--- src/rtl/ysyx_041514_ram_rd_bridge.sv ---
// Cache-port read responder: turns one held cache read request into a single AXI4 INCR
// read burst and hands each returned beat back as a one-cycle ready pulse.
module ysyx_041514_ram_rd_bridge #(
  parameter logic [3:0]  AXI_ID = 4'd0,
  parameter int unsigned ADDR_W = 32,
  parameter int unsigned DATA_W = 64
) (
  input  logic              clk,
  input  logic              rst,
  input  logic [ADDR_W-1:0] ram_raddr_i,
  input  logic              ram_raddr_valid_i,
  input  logic [7:0]        ram_rmask_i,
  input  logic [3:0]        ram_rsize_i,
  input  logic [7:0]        ram_rlen_i,
  output logic              ram_rdata_ready_o,
  output logic [DATA_W-1:0] ram_rdata_o,
  output logic              axi_arvalid_o,
  input  logic              axi_arready_i,
  output logic [ADDR_W-1:0] axi_araddr_o,
  output logic [7:0]        axi_arlen_o,
  output logic [2:0]        axi_arsize_o,
  output logic [1:0]        axi_arburst_o,
  output logic [3:0]        axi_arid_o,
  input  logic              axi_rvalid_i,
  output logic              axi_rready_o,
  input  logic [DATA_W-1:0] axi_rdata_i,
  input  logic [1:0]        axi_rresp_i,
  input  logic              axi_rlast_i,
  input  logic [3:0]        axi_rid_i,
  output logic              resp_err_o,
  output logic              proto_err_o
);

  localparam int unsigned LEN_W = 8;
  localparam int unsigned CNT_W = LEN_W + 1;
  localparam logic [1:0]  BURST_INCR = 2'b01;

  typedef enum logic [2:0] {
    S_IDLE,
    S_AR,
    S_R,
    S_PAD,
    S_DRAIN,
    S_DONE
  } state_t;

  state_t           state;
  logic [CNT_W-1:0] cnt;

  logic [2:0] size_c;
  logic       size_bad_c;
  logic       r_hs_c;
  logic       last_beat_c;
  logic       beat_resp_bad_c;
  logic       beat_id_bad_c;
  logic       unused_rmask;

  assign axi_arburst_o = BURST_INCR;
  assign axi_arid_o    = AXI_ID;
  assign unused_rmask  = ^ram_rmask_i;

  // One-hot byte count to AXI size; unknown codes fall back to a full-width beat.
  always_comb begin
    size_c     = 3'd3;
    size_bad_c = 1'b0;
    case (ram_rsize_i)
      4'b0001: size_c = 3'd0;
      4'b0010: size_c = 3'd1;
      4'b0100: size_c = 3'd2;
      4'b1000: size_c = 3'd3;
      default: size_bad_c = 1'b1;
    endcase
  end

  assign r_hs_c          = axi_rvalid_i & axi_rready_o;
  assign last_beat_c     = (cnt == CNT_W'(axi_arlen_o));
  assign beat_resp_bad_c = (axi_rresp_i != 2'b00);
  assign beat_id_bad_c   = (axi_rid_i != AXI_ID);

  // cnt is the index of the next beat to be delivered to the cache port.
  always_ff @(posedge clk or negedge rst) begin
    if (!rst) begin
      state             <= S_IDLE;
      cnt               <= '0;
      ram_rdata_ready_o <= 1'b0;
      ram_rdata_o       <= '0;
      axi_arvalid_o     <= 1'b0;
      axi_araddr_o      <= '0;
      axi_arlen_o       <= '0;
      axi_arsize_o      <= '0;
      axi_rready_o      <= 1'b0;
      resp_err_o        <= 1'b0;
      proto_err_o       <= 1'b0;
    end else begin
      ram_rdata_ready_o <= 1'b0;
      case (state)
        S_IDLE: begin
          if (ram_raddr_valid_i) begin
            axi_araddr_o  <= ram_raddr_i;
            axi_arlen_o   <= ram_rlen_i;
            axi_arsize_o  <= size_c;
            axi_arvalid_o <= 1'b1;
            cnt           <= '0;
            if (size_bad_c) proto_err_o <= 1'b1;
            state         <= S_AR;
          end
        end

        S_AR: begin
          if (axi_arready_i) begin
            axi_arvalid_o <= 1'b0;
            axi_rready_o  <= 1'b1;
            state         <= S_R;
          end
        end

        // rready drops for the pulse cycle so at most one beat is ever pending delivery.
        S_R: begin
          if (r_hs_c) begin
            ram_rdata_o       <= axi_rdata_i;
            ram_rdata_ready_o <= 1'b1;
            axi_rready_o      <= 1'b0;
            cnt               <= cnt + CNT_W'(1);
            if (beat_resp_bad_c) resp_err_o <= 1'b1;
            if (beat_id_bad_c) proto_err_o <= 1'b1;
            if (axi_rlast_i) begin
              if (last_beat_c) begin
                state <= S_DONE;
              end else begin
                proto_err_o <= 1'b1;
                state       <= S_PAD;
              end
            end else if (last_beat_c) begin
              proto_err_o <= 1'b1;
              state       <= S_DRAIN;
            end
          end else if (!axi_rready_o) begin
            axi_rready_o <= 1'b1;
          end
        end

        // Burst ended early: fill the requester's remaining beats with zeros.
        S_PAD: begin
          ram_rdata_o       <= '0;
          ram_rdata_ready_o <= 1'b1;
          cnt               <= cnt + CNT_W'(1);
          if (last_beat_c) state <= S_DONE;
        end

        // Requester already has all its beats: swallow the overrun until RLAST.
        S_DRAIN: begin
          if (r_hs_c) begin
            if (beat_resp_bad_c) resp_err_o <= 1'b1;
            if (beat_id_bad_c) proto_err_o <= 1'b1;
            if (axi_rlast_i) begin
              axi_rready_o <= 1'b0;
              state        <= S_DONE;
            end
          end else begin
            axi_rready_o <= 1'b1;
          end
        end

        // Wait out the final pulse plus one quiet cycle so a stale valid is not re-sampled.
        S_DONE: begin
          if (!ram_rdata_ready_o) state <= S_IDLE;
        end

        default: state <= S_IDLE;
      endcase
    end
  end

endmodule

--- config.mk ---
export PLATFORM = sky130hd
export DESIGN_NAME = ysyx_041514_ram_rd_bridge
export DESIGN_NICKNAME = d
export VERILOG_FILES = /design/src/rtl/ysyx_041514_ram_rd_bridge.sv
export SDC_FILE = /design/constraint.sdc
export NUM_CORES = 1
export LEC_CHECK = 0
export ABC_AREA = 1
export ABC_CLOCK_PERIOD_IN_PS = 1500
export BUFFER_PORTS_ARGS = -buffer_cell sky130_fd_sc_hd__buf_2
export CAP_MARGIN = 20
export CORE_MARGIN = 3
export CORE_UTILIZATION = 42
export DETAILED_ROUTE_END_ITERATION = 7
export GPL_TIMING_DRIVEN = 0
export PLACE_DENSITY = 0.77
export SYNTH_ARGS = -nofsm -noshare
export SYNTH_HDL_FRONTEND = slang
export SYNTH_SLANG_ARGS = --single-unit
--- constraint.sdc ---
create_clock -name clk -period 1.5 [get_ports clk]
set_clock_uncertainty 0.15 [all_clocks]
set_input_delay 0 -clock clk [delete_from_list [all_inputs] [get_ports clk]]
set_output_delay 0 -clock clk [all_outputs]
set_load 0.02 [all_outputs]
==> out/qor.yml, run 1 <==
layout:
  final-instance-count-excl-fill: 1081
  fin_nets: 1053
  seq_area_mm2: 0.00308
  drive_gt1_share_pct: 46.5
  multi_input_area_mm2: 0.00212
  nFillCells: 710
  area_growth_pct: 79.3
routing:
  drtIter0Drc: 262
  wl_per_cell_um: 17.2
  drc: 0
  ant_nets: 0
  routed-via-count: 5469
  wirelength_um: 18600
  first_pass_iters: 5
  vias_per_cell: 5.06
worst_setup_path:
  r2r-start: "state[1]"
  path_class: "register to register"
  crit_top_cell: "nand2_1"
  critPathSlowestCell: "dfrtp_2"
  path_max_fanout: 6
  path_delay_family: "simple AND/OR/NAND/NOR gates"
  endpoint_kind: "register"
  critPathLaunch: "state[1]"
  reg2regPathDepth: 9
  cp.arrival_ns: 1.81
  max_stage_delay_ns: 0.47
  reg2reg_to: "state[2]"
  crit_chain: "buf_4 -> nor2_4 -> nand3_1 -> nand2_1 -> nor2_2 -> nand2_1 -> a21oi_2 -> nand2_1 -> nand2_1"
  path_buf_inv: 1
  regToRegSetupSlack_ns: -0.18
  cp.required_ns: 1.63
  critPathLaunchType: "register"
synthesis:
  yosysMostFrequentCell: "nand2_1"
  ys_seq_area_share_pct: 60.6
  ys_types: 27
  yosys_register_bits: 123
  async_flop_share_pct: 100
  synth_area_per_cell_um2: 9.80
  synth.top_cells.by_area: "dfrtp_1 (61%), nand2_1 (13%), a22o_1 (11%)"
  yosysTopAreaCell: "dfrtp_1"
  syn_inst: 518
  syn_area_mm2: 0.00508
  synth_common_cells: "nand2_1 (172), dfrtp_1 (123), a22o_1 (64)"
  synth_top_area_share_pct: 60.6
  yosysWarnings: 0
  ys.flop_type: "dfrtp_1"
  synth_edf_count: 0
place:
  place_inst: 897
  gp_congestion: 0.878
  post-dp-hpwl_um: 10200
  port_buffers: 230
  place_ws_ns: -0.377
worst_hold_path:
  hold_path_class: "input pin to asynchronous set/reset pin"
global_routing:
  gr-usage-all-layers_pct: 24.5
  grt_pass1_vias: 5288
  grt-ovfl-total: 0
  grt_max_degree: 70
  antenna_found_initial: 0
  grt_pass1_wl_um: 25900
clock_network:
  clk_latency_ns: 0.39
  cts.htree.levels: 4
  cts-root-buf: "clkbuf_16"
  clock-sinks: 123
  clockBufferDepth: 2
  clkTransAtPathRegs_ns: 0.06
  cts_tree: "built"
  cts_buffers: 17
floorplanning:
  fp.dieW_um: 116
  coreArea_mm2: 0.0116
  dieArea_mm2: 0.0134
  start_util_pct: 43.7
  placementRows: 39
  die_h_um: 116
  boundaryPins: 246
sta:
  layout_setup_ws_ns: -0.176
  final.min_clock_period_ns: 1.68
  final_hold_viol_count: 36
  hold_ws_ns: -0.0255
  fmax_ghz: 0.597
  min_period_over_period_pct: 112
  tightestPinTransition_ns: 0.502
  setup_violations: 121
  max_slew_margin_pct: 66.5
  rsz0062_at_grt: "yes"
  slew_violations: 0
job:
  maxCapViolCount: 0
power_and_ir_drop:
  power.leakage_nw: 4.87
  power_density_mw_per_mm2: 1900
  peakVddDrop_mv: 1.01
outcome:
  outcome: "complete, but fails checks"
  failed_checks: "hold timing, setup timing"
-- worst max path at each step --
stage          depth (start not counted)             end
2_1_floorplan                          9     proto_err_o
3_3_place_gp                           1        state[1]
3_5_place_dp                           7  axi_arlen_o[1]
4_1_cts                                9     proto_err_o
5_1_grt                                9        state[2]
6_report                               9        state[2]
-- cell type report --
cell class	instances	share of cell area, %
timing repair buffer	383	29.8
clock buffer	21	5.06
antenna	1	0.0275
buffer	30	3.52
clock inverter	11	1.06
multi-input combinational	337	23.3
sequential	123	33.9
inverter	32	1.40
tap	143	1.97
-- layer usage --
metal | vias up | global-route usage [%] | share of wire [%]
li1 | 2521 | - | -
met1 | 2673 | 30.5 | 39
met2 | 231 | 42.7 | 52
met3 | 44 | 5.27 | 5.7
met4 | 0 | 7.81 | 2.5
met5 | - | 0 | 0
-- cells by family after synthesis --
group                      Yosys count  share of synthesized area, %
DFF                                123                          60.6
AOI/OAI and AO/OA                   95                          14.4
buffers and inverters               63                          5.82
adders and majority gates            1                         0.246
and+or+nand+nor                    230                          18.1
other                                2                         0.148
xor gates and xnor gates             4                         0.690
-- power breakdown --
group	internal [mW]	switching (mW)	leakage, nW
logic	3.40	4.75	3.03
clock network	2.35	1.45	0.261
registers	4.49	0.838	1.58
total	10.2	7.04	4.87
-- sequential cells by signal, summed over array words and instances, names as in the netlist --
signal             flops
axi_arlen_o            8
state                  3
ram_rdata_o           64
resp_err_o             1
axi_araddr_o          32
ram_rdata_ready_o      1
axi_rready_o           1
cnt                    9
axi_arsize_o           2
proto_err_o            1
axi_arvalid_o          1
-- cell usage in the layout (no fill, tap or decap), types with 19 or more instances in the layout --
| cell type | Yosys | final |
|---|---|---|
| dlygate4sd3_1 | 0 | 119 |
| buf_2 | 17 | 229 |
| nand2_1 | 172 | 100 |
| buf_6 | 0 | 19 |
| dfrtp_1 | 123 | 120 |
| a22o_1 | 64 | 64 |
| clkbuf_16 | 0 | 19 |
| nand2_2 | 2 | 56 |
| nor2_1 | 33 | 21 |
| inv_1 | 29 | 26 |
| buf_4 | 10 | 30 |
-- metrics by stage --
step	total power, mW	area [um^2]	TNS, ns	utilization, %
5_1_grt	18.2	9100	-19.47	78.3
4_1_cts	15.8	8460	-7.18	72.9
3_5_place_dp	11.2	6500	-28.52	55.9
2_1_floorplan	9.09	5130	-1.29	-
3_3_place_gp	11.0	6460	-172.52	55.6
6_report	17.3	9100	-12.88	78.4
-- repair_timing --
action,in CTS,in global routing
setup endpoints to repair,123,122
pin swaps,7,48
gates resized for setup,47,149
hold buffers,119,0
hold endpoints to repair,237,0
gates cloned,0,4
setup buffers,12,18
Power figures use the tool's default switching activity.
==> run 2: changes to the inputs <==
ABC_AREA = unset   (was 1)
==> run 2 against run 1 <==
Effect of this change:
- the run still ends with hold timing, setup timing left
- die area rose by 0.26%
- worst setup slack got worse by 0.14 ns
- clock-buffer cell count unchanged
- non-clock buffer count increased by 16
- fmax is 7.9% lower
- clock power is 21% higher
- combinational power fell by 9.0%
- sequential share of layout area fell by 1.0 points
- global-route usage is 3.0 points higher
- synthesized cell count is 26% lower
==> out/qor.yml, run 2 <==
routing:
  drc: 0  # unchanged
  first_pass_iters: 5  # unchanged
  wirelength_um: 19600  # was 18,600 um
  vias_per_cell: 5.42  # was 5.06
  ant_nets: 0  # unchanged
  drtIter0Drc: 384  # was 262
  routed-via-count: 5204  # was 5,469
  wl_per_cell_um: 20.4  # was 17.2 um
sta:
  layout_setup_ws_ns: -0.320  # was -0.176 ns
  fmax_ghz: 0.550  # was 0.597 GHz
  final.min_clock_period_ns: 1.82  # was 1.68 ns
  final_hold_viol_count: 53  # was 36
  slew_violations: 0  # unchanged
  setup_violations: 119  # was 121
  hold_ws_ns: -0.0793  # was -0.0255 ns
  rsz0062_at_grt: "yes"  # unchanged
  min_period_over_period_pct: 121  # was 112%
  tightestPinTransition_ns: 0.503  # was 0.502 ns
  max_slew_margin_pct: 66.5  # about the same
global_routing:
  grt-ovfl-total: 0  # unchanged
  gr-usage-all-layers_pct: 27.5  # was 24.5%
  grt_pass1_wl_um: 28300  # was 25,900 um
  antenna_found_initial: 0  # unchanged
  grt_pass1_vias: 5388  # was 5,288
  grt_max_degree: 72  # was 70
clock_network:
  clk_latency_ns: 0.42  # was 0.39 ns
  clock-sinks: 123  # unchanged
  cts-root-buf: "clkbuf_16"  # unchanged
  cts_buffers: 17  # unchanged
  clockBufferDepth: 2  # unchanged
  cts_tree: "built"  # unchanged
  cts.htree.levels: 4  # unchanged
  clkTransAtPathRegs_ns: 0.06  # about the same
outcome:
  failed_checks: "hold timing, setup timing"  # unchanged
  outcome: "complete, but fails checks"  # unchanged
layout:
  drive_gt1_share_pct: 52.8  # was 46.5%
  utilization_pct: 81.0  # was 78.4%
  fin_nets: 933  # was 1,053
  layout_common_cells: "buf_2 (229), dlygate4sd3_1 (116), dfrtp_1 (111)"  # was buf_2 (229), dfrtp_1 (120), dlygate4sd3_1 (119)
  diodes: 0  # was 1
  top_register: "ram_rdata_o"  # unchanged
  fin_area_mm2: 0.00941  # was 0.00910 mm^2
  largest_reg_flops: 64  # unchanged
  area_growth_pct: 84.9  # was 79.3%
  reg_top3: "ram_rdata_o x64, axi_araddr_o x32, cnt x9"  # unchanged
  layout_commonest_cell: "buf_2"  # unchanged
place:
  place_ws_ns: -0.420  # was -0.377 ns
  port_buffers: 229  # was 230
  gp_congestion: 0.811  # was 0.878
  placed_area_mm2: 0.00663  # was 0.00650 mm^2
  post-dp-hpwl_um: 9850  # was 10,200 um
synthesis:
  synth_top_area_share_pct: 60.5  # was 60.6%
  ys_seq_area_share_pct: 60.5  # was 60.6%
  yosysMostFrequentCell: "dfrtp_1"  # was nand2_1
  syn_area_mm2: 0.00509  # was 0.00508 mm^2
  synth-simple-area-share_pct: 6.39  # was 18.1%
  synth_area_per_cell_um2: 13.3  # was 9.80 um^2
  synthMuxAreaShare_pct: 8.85  # was 0%
  synth.top_cells.by_area: "dfrtp_1 (60%), a22o_1 (12%), mux2_2 (6.6%)"  # was dfrtp_1 (61%), nand2_1 (13%), a22o_1 (11%)
  ys.flop_type: "dfrtp_1"  # unchanged
  syn_inst: 384  # was 518
  synthAdderAreaFrac_pct: 0.246  # about the same
  yosysTopAreaCell: "dfrtp_1"  # unchanged
  synth_common_cells: "dfrtp_1 (123), a22o_1 (67), mux2_2 (30)"  # was nand2_1 (172), dfrtp_1 (123), a22o_1 (64)
  async_flop_share_pct: 100  # unchanged
  synth_top_family_by_area: "compound AO/OA/AOI/OAI gates"  # was simple AND/OR/NAND/NOR gates
  yosysWarnings: 0  # unchanged
  synth_xor_xnor_area_share_pct: 2.06  # was 0.690%
  synth_edf_count: 0  # unchanged
  yosys_register_bits: 123  # unchanged
  ys_types: 47  # was 27
  synth_compound_area_share_pct: 17.2  # was 14.4%
worst_setup_path:
  path_buf_inv: 2  # was 1
  path_delay_family: "simple AND/OR/NAND/NOR gates"  # unchanged
  max_stage_delay_ns: 0.44  # was 0.47 ns
  critPathLaunchType: "register"  # unchanged
  critPathSlowestCell: "dfrtp_2"  # unchanged
  cp.required_ns: 1.69  # was 1.63 ns
  path_class: "register to register"  # unchanged
  crit_top_cell: "buf_6"  # was nand2_1
  crit_chain: "buf_6 -> nor3b_4 -> a21oi_4 -> buf_6 -> or4_1 -> a21oi_1"  # was buf_4 -> nor2_4 -> nand3_1 -> nand2_1 -> nor2_2 -> nand2_1 -> a21oi_2 -> nand2_1 -> nand2_1
  path_max_fanout: 8  # was 6
  cp.arrival_ns: 2.01  # was 1.81 ns
  endpoint_kind: "register"  # unchanged
floorplanning:
  boundaryPins: 246  # unchanged
  dieArea_mm2: 0.0135  # was 0.0134 mm^2
  fp.dieW_um: 116  # about the same
  start_util_pct: 43.8  # was 43.7%
  die_h_um: 116  # about the same
  placementRows: 39  # unchanged
  coreArea_mm2: 0.0116  # unchanged
power_and_ir_drop:
  power_mw: 17.0  # was 17.3 mW
  power_density_mw_per_mm2: 1810  # was 1900 mW/mm^2
  peakVddDrop_mv: 1.50  # was 1.01 mV
  power.leakage_nw: 4.73  # was 4.87 nW
job:
  maxCapViolCount: 0  # unchanged
worst_hold_path:
  hold_path_class: "input pin to register"  # was input pin to asynchronous set/reset pin
[run 2: cell count changes after synthesis, sizes merged, moves of 5 or more]
cell / change
nand2: -165
mux2: +40
nor2: -29
inv: -25
nand3: -9
o21ai: -7
xnor2: +7
or4: +6
o31ai: +5
[run 2: final timing paths]
| path | to | startpoint | slack [ns] | depth (start not counted) |
|---|---|---|---|---|
| worst max register to register | cnt[2] | state[1] | -0.32 | 6 |
| min in group asynchronous | ram_rdata_o[50] | rst | -0.04 | 2 |
| worst max-delay path | cnt[2] | state[1] | -0.32 | 6 |
| max in group asynchronous | axi_araddr_o[13] | rst | 0.53 | 3 |
| worst min register to register | resp_err_o | resp_err_o | 0.32 | 1 |
| worst min-delay path | proto_err_o | axi_rid_i[3] | -0.08 | 5 |
[run 2: metal layers]
| layer | global-route usage, % | wire length (um) | part of all wire, % | up-vias |
|---|---|---|---|---|
| met4 | 12.0 | 699 | 3.6 | 0 |
| met2 | 47.7 | 10400 | 53 | 276 |
| met3 | 7.36 | 1220 | 6.2 | 67 |
| met5 | 0 | 0 | 0 | - |
| met1 | 32.0 | 7340 | 37 | 2588 |
| li1 | - | - | - | 2273 |
[run 2: final cells by class]
type	count	area, um^2
buffer	31	362
clock inverter	11	191
multi-input combinational	226	2140
inverter	7	26.3
sequential	123	3090
tap	143	179
fill	610	2200
clock buffer	21	460
timing repair buffer	398	2950
[run 2: cell families after synthesis]
group,after synthesis
buffers and inverters,41
AND/OR/NAND/NOR,52
flip-flops,123
multiplexers,40
other,2
AO/OA/AOI/OAI,113
adder cells (fa/ha/maj),1
XOR/XNOR,12
[run 2: what timing repair did]
action	CTS	global route
hold buffers	116	1
buffers inserted	30	13
pin swaps	7	10
cloned	5	6
setup endpoints to repair	115	121
endpoints found under the hold margin	235	2
resized for setup	75	54
[run 2: power by group]
group / total (mW) / internal, mW / switching (mW)
Sequential: 4.99 / 4.24 / 0.750
Combinational: 7.42 / 3.67 / 3.75
Clock: 4.60 / 3.03 / 1.56
Total: 17.0 / 10.9 / 6.07
[run 2: through the flow]
stage	hold slack, ns	cells	setup TNS, ns
6_report	-0.0793	960	-25.23
5_1_grt	-0.0288	960	-29.00
4_1_cts	-0.106	943	-22.41
3_5_place_dp	-0.165	762	-23.47
3_3_place_gp	0.0654	761	-166.87
2_1_floorplan	-0.446	389	-7.08
[run 2: worst min-delay path: stages]
cell and delay [ns]:
buf_2 0.08, or4_1 0.11, or4_4 0.12, nor3_2 0.03
a31oi_1 0.11
==> run 3: changes to the inputs <==
CORE_MARGIN = 4   (was 3)
==> run 3 against run 2 <==
Effect of this change:
- the flow still finishes with violations (hold timing, setup timing)
- critical endpoint is now state[1]
- non-clock buffer count decreased by 15
- clock-buffer cell count unchanged
- cell count decreased by 2.0%
- die area increased by 3.5%
- via count fell by 1.3%
- sequential cell count unchanged
- largest power group unchanged
- design area shrank 4.2%
- register-to-register slack improved by 0.03 ns
==> out/qor.yml, run 3 (synthesis results as in run 2) <==
place:
  place_ws_ns: -0.374  # was -0.420 ns
  post-dp-hpwl_um: 10100  # was 9850 um
  port_buffers: 229  # unchanged
  place_inst: 762  # unchanged
  placed_area_mm2: 0.00663  # unchanged
  gp_congestion: 0.865  # was 0.811
floorplanning:
  coreArea_mm2: 0.0117  # was 0.0116 mm^2
  dieArea_mm2: 0.0139  # was 0.0135 mm^2
  fp.dieW_um: 118  # was 116 um
  placementRows: 39  # unchanged
  die_h_um: 118  # was 116 um
  start_util_pct: 43.6  # was 43.8%
  boundaryPins: 246  # unchanged
clock_network:
  cts_tree: "built"  # unchanged
  cts_buffers: 17  # unchanged
  clkTransAtPathRegs_ns: 0.06  # about the same
  clk_latency_ns: 0.42  # about the same
  cts.htree.levels: 4  # unchanged
  cts-root-buf: "clkbuf_16"  # unchanged
  clockBufferDepth: 2  # unchanged
  postCtsHoldBufs: 116  # unchanged
  clock-sinks: 123  # unchanged
power_and_ir_drop:
  power_mw: 15.6  # was 17.0 mW
  power.leakage_nw: 4.52  # was 4.73 nW
  seqPwrFrac_pct: 31.6  # was 29.3%
  sw_frac_of_total_pct: 37.3  # was 35.7%
  p_sw_mw: 5.84  # was 6.07 mW
  power_density_mw_per_mm2: 1740  # was 1810 mW/mm^2
  share_comb_of_total_power_pct: 43.8  # was 43.6%
  peakVddDrop_mv: 1.07  # was 1.50 mV
  p_clk_share_pct: 24.6  # was 27.0%
  p_int_mw: 9.80  # was 10.9 mW
outcome:
  outcome: "complete, but fails checks"  # unchanged
  failed_checks: "hold timing, setup timing"  # unchanged
job:
  maxCapViolCount: 0  # unchanged
sta:
  hold_ws_ns: -0.110  # was -0.0793 ns
  final.min_clock_period_ns: 1.79  # was 1.82 ns
  layout_setup_ws_ns: -0.292  # was -0.320 ns
  min_period_over_period_pct: 119  # was 121%
  setup_violations: 118  # was 119
  final_hold_viol_count: 28  # was 53
  fmax_ghz: 0.558  # was 0.550 GHz
  slew_violations: 0  # unchanged
  rsz0062_at_grt: "yes"  # unchanged
layout:
  reg_top3: "ram_rdata_o x64, axi_araddr_o x32, cnt x9"  # unchanged
  largest_reg_flops: 64  # unchanged
  seq_area_mm2: 0.00309  # about the same
  multi_input_area_mm2: 0.00202  # was 0.00214 mm^2
  layout_commonest_cell: "buf_2"  # unchanged
  fin_nets: 917  # was 933
  fin_area_mm2: 0.00901  # was 0.00941 mm^2
  layout_common_cells: "buf_2 (228), dlygate4sd3_1 (116), dfrtp_1 (114)"  # was buf_2 (229), dlygate4sd3_1 (116), dfrtp_1 (111)
  nFillCells: 626  # was 610
  area_growth_pct: 77.1  # was 84.9%
  final-instance-count-excl-fill: 941  # was 960
  drive_gt1_share_pct: 51.2  # was 52.8%
  top_register: "ram_rdata_o"  # unchanged
worst_setup_path:
  cp.required_ns: 1.63  # was 1.69 ns
  max_stage_delay_ns: 0.59  # was 0.44 ns
  r2r-start: "axi_arlen_o[3]"  # was state[1]
  critPathLaunch: "axi_arlen_o[3]"  # was state[1]
  cp.arrival_ns: 1.92  # was 2.01 ns
  path_max_fanout: 2  # was 8
  critPathSlowestCell: "or4_4"  # was dfrtp_2
  crit_chain: "xor2_1 -> or4_4 -> nor3_4 -> a311oi_1"  # was buf_6 -> nor3b_4 -> a21oi_4 -> buf_6 -> or4_1 -> a21oi_1
  endpoint_kind: "register"  # unchanged
  critPathLaunchType: "register"  # unchanged
  path_class: "register to register"  # unchanged
routing:
  routed-via-count: 5136  # was 5,204
  vias_per_cell: 5.46  # was 5.42
  first_pass_iters: 4  # was 5
  drc: 0  # unchanged
  wl_per_cell_um: 20.2  # was 20.4 um
  drtIter0Drc: 333  # was 384
  ant_nets: 0  # unchanged
  wirelength_um: 19000  # was 19,600 um
worst_hold_path:
  hold_path_class: "input pin to asynchronous set/reset pin"  # was input pin to register
global_routing:
  gr-usage-all-layers_pct: 25.3  # was 27.5%
  grt_pass1_wl_um: 28200  # was 28,300 um
  grt_max_degree: 97  # was 72
  antenna_found_initial: 1  # was 0
  grt-ovfl-total: 0  # unchanged
  grt_pass1_vias: 5430  # was 5,388
==> run 3: cell type report <==
cell class | count | area share, %
sequential | 123 | 34.3
timing repair buffer | 380 | 30.7
multi-input combinational | 225 | 22.4
clock buffer | 21 | 5.22
buffer | 34 | 4.25
tap | 143 | 1.99
clock inverter | 7 | 0.777
inverter | 7 | 0.292
antenna | 1 | 0.0278
==> run 3: critical path: cells and delay by family (launching register included) <==
kind	cells	cell delay, ns
xor gates and xnor gates	1	0.18
DFF	1	0.41
AOI/OAI and AO/OA	1	0.12
and+or+nand+nor	2	0.79
==> run 3: path summary, 6_finish.rpt <==
kind                                   endpoint  slack, ns  cells past startpoint
worst max-delay path                   state[1]      -0.29                      4
worst min-delay path            ram_rdata_o[44]      -0.11                      2
worst max register to register         state[1]      -0.29                      4
worst min register to register       resp_err_o       0.30                      1
max in group asynchronous                cnt[1]       0.53                      3
min in group clk                    proto_err_o      -0.09                      5
==> run 3: per-stage QoR <==
stage          util [%]  hold WS (ns)  TNS [ns]
2_1_floorplan         -        -0.446     -7.08
3_3_place_gp       56.6        0.0659   -167.18
3_5_place_dp       56.9        -0.262    -21.90
4_1_cts            73.4        -0.113    -16.56
5_1_grt            77.3        -0.100    -22.80
6_report           77.3        -0.110    -19.73
==> run 3: power by group through the flow <==
stage	combinational (mW)	clock, mW	sequential [mW]
global placement	5.01	0	4.85
detailed placement	5.16	0	4.89
global route	7.32	4.01	5.06
finish	6.86	3.84	4.94
floorplan	2.59	0	5.76
CTS	5.95	3.84	4.84
==> run 3: what timing repair did <==
| action | in CTS | in global routing |
|---|---|---|
| cloned | 0 | 8 |
| endpoints found under the setup margin | 115 | 120 |
| pin swaps | 7 | 19 |
| setup buffers | 18 | 9 |
| hold endpoints to repair | 235 | 28 |
| resized for setup | 25 | 48 |
==> run 3: layer usage <==
layer	GRT usage (%)	vias to the layer above	share of wire (%)
met3	7.45	54	7.6
met5	0	-	0
met4	10.5	0	3.5
met1	28.1	2576	36
li1	-	2230	-
met2	45.0	276	53
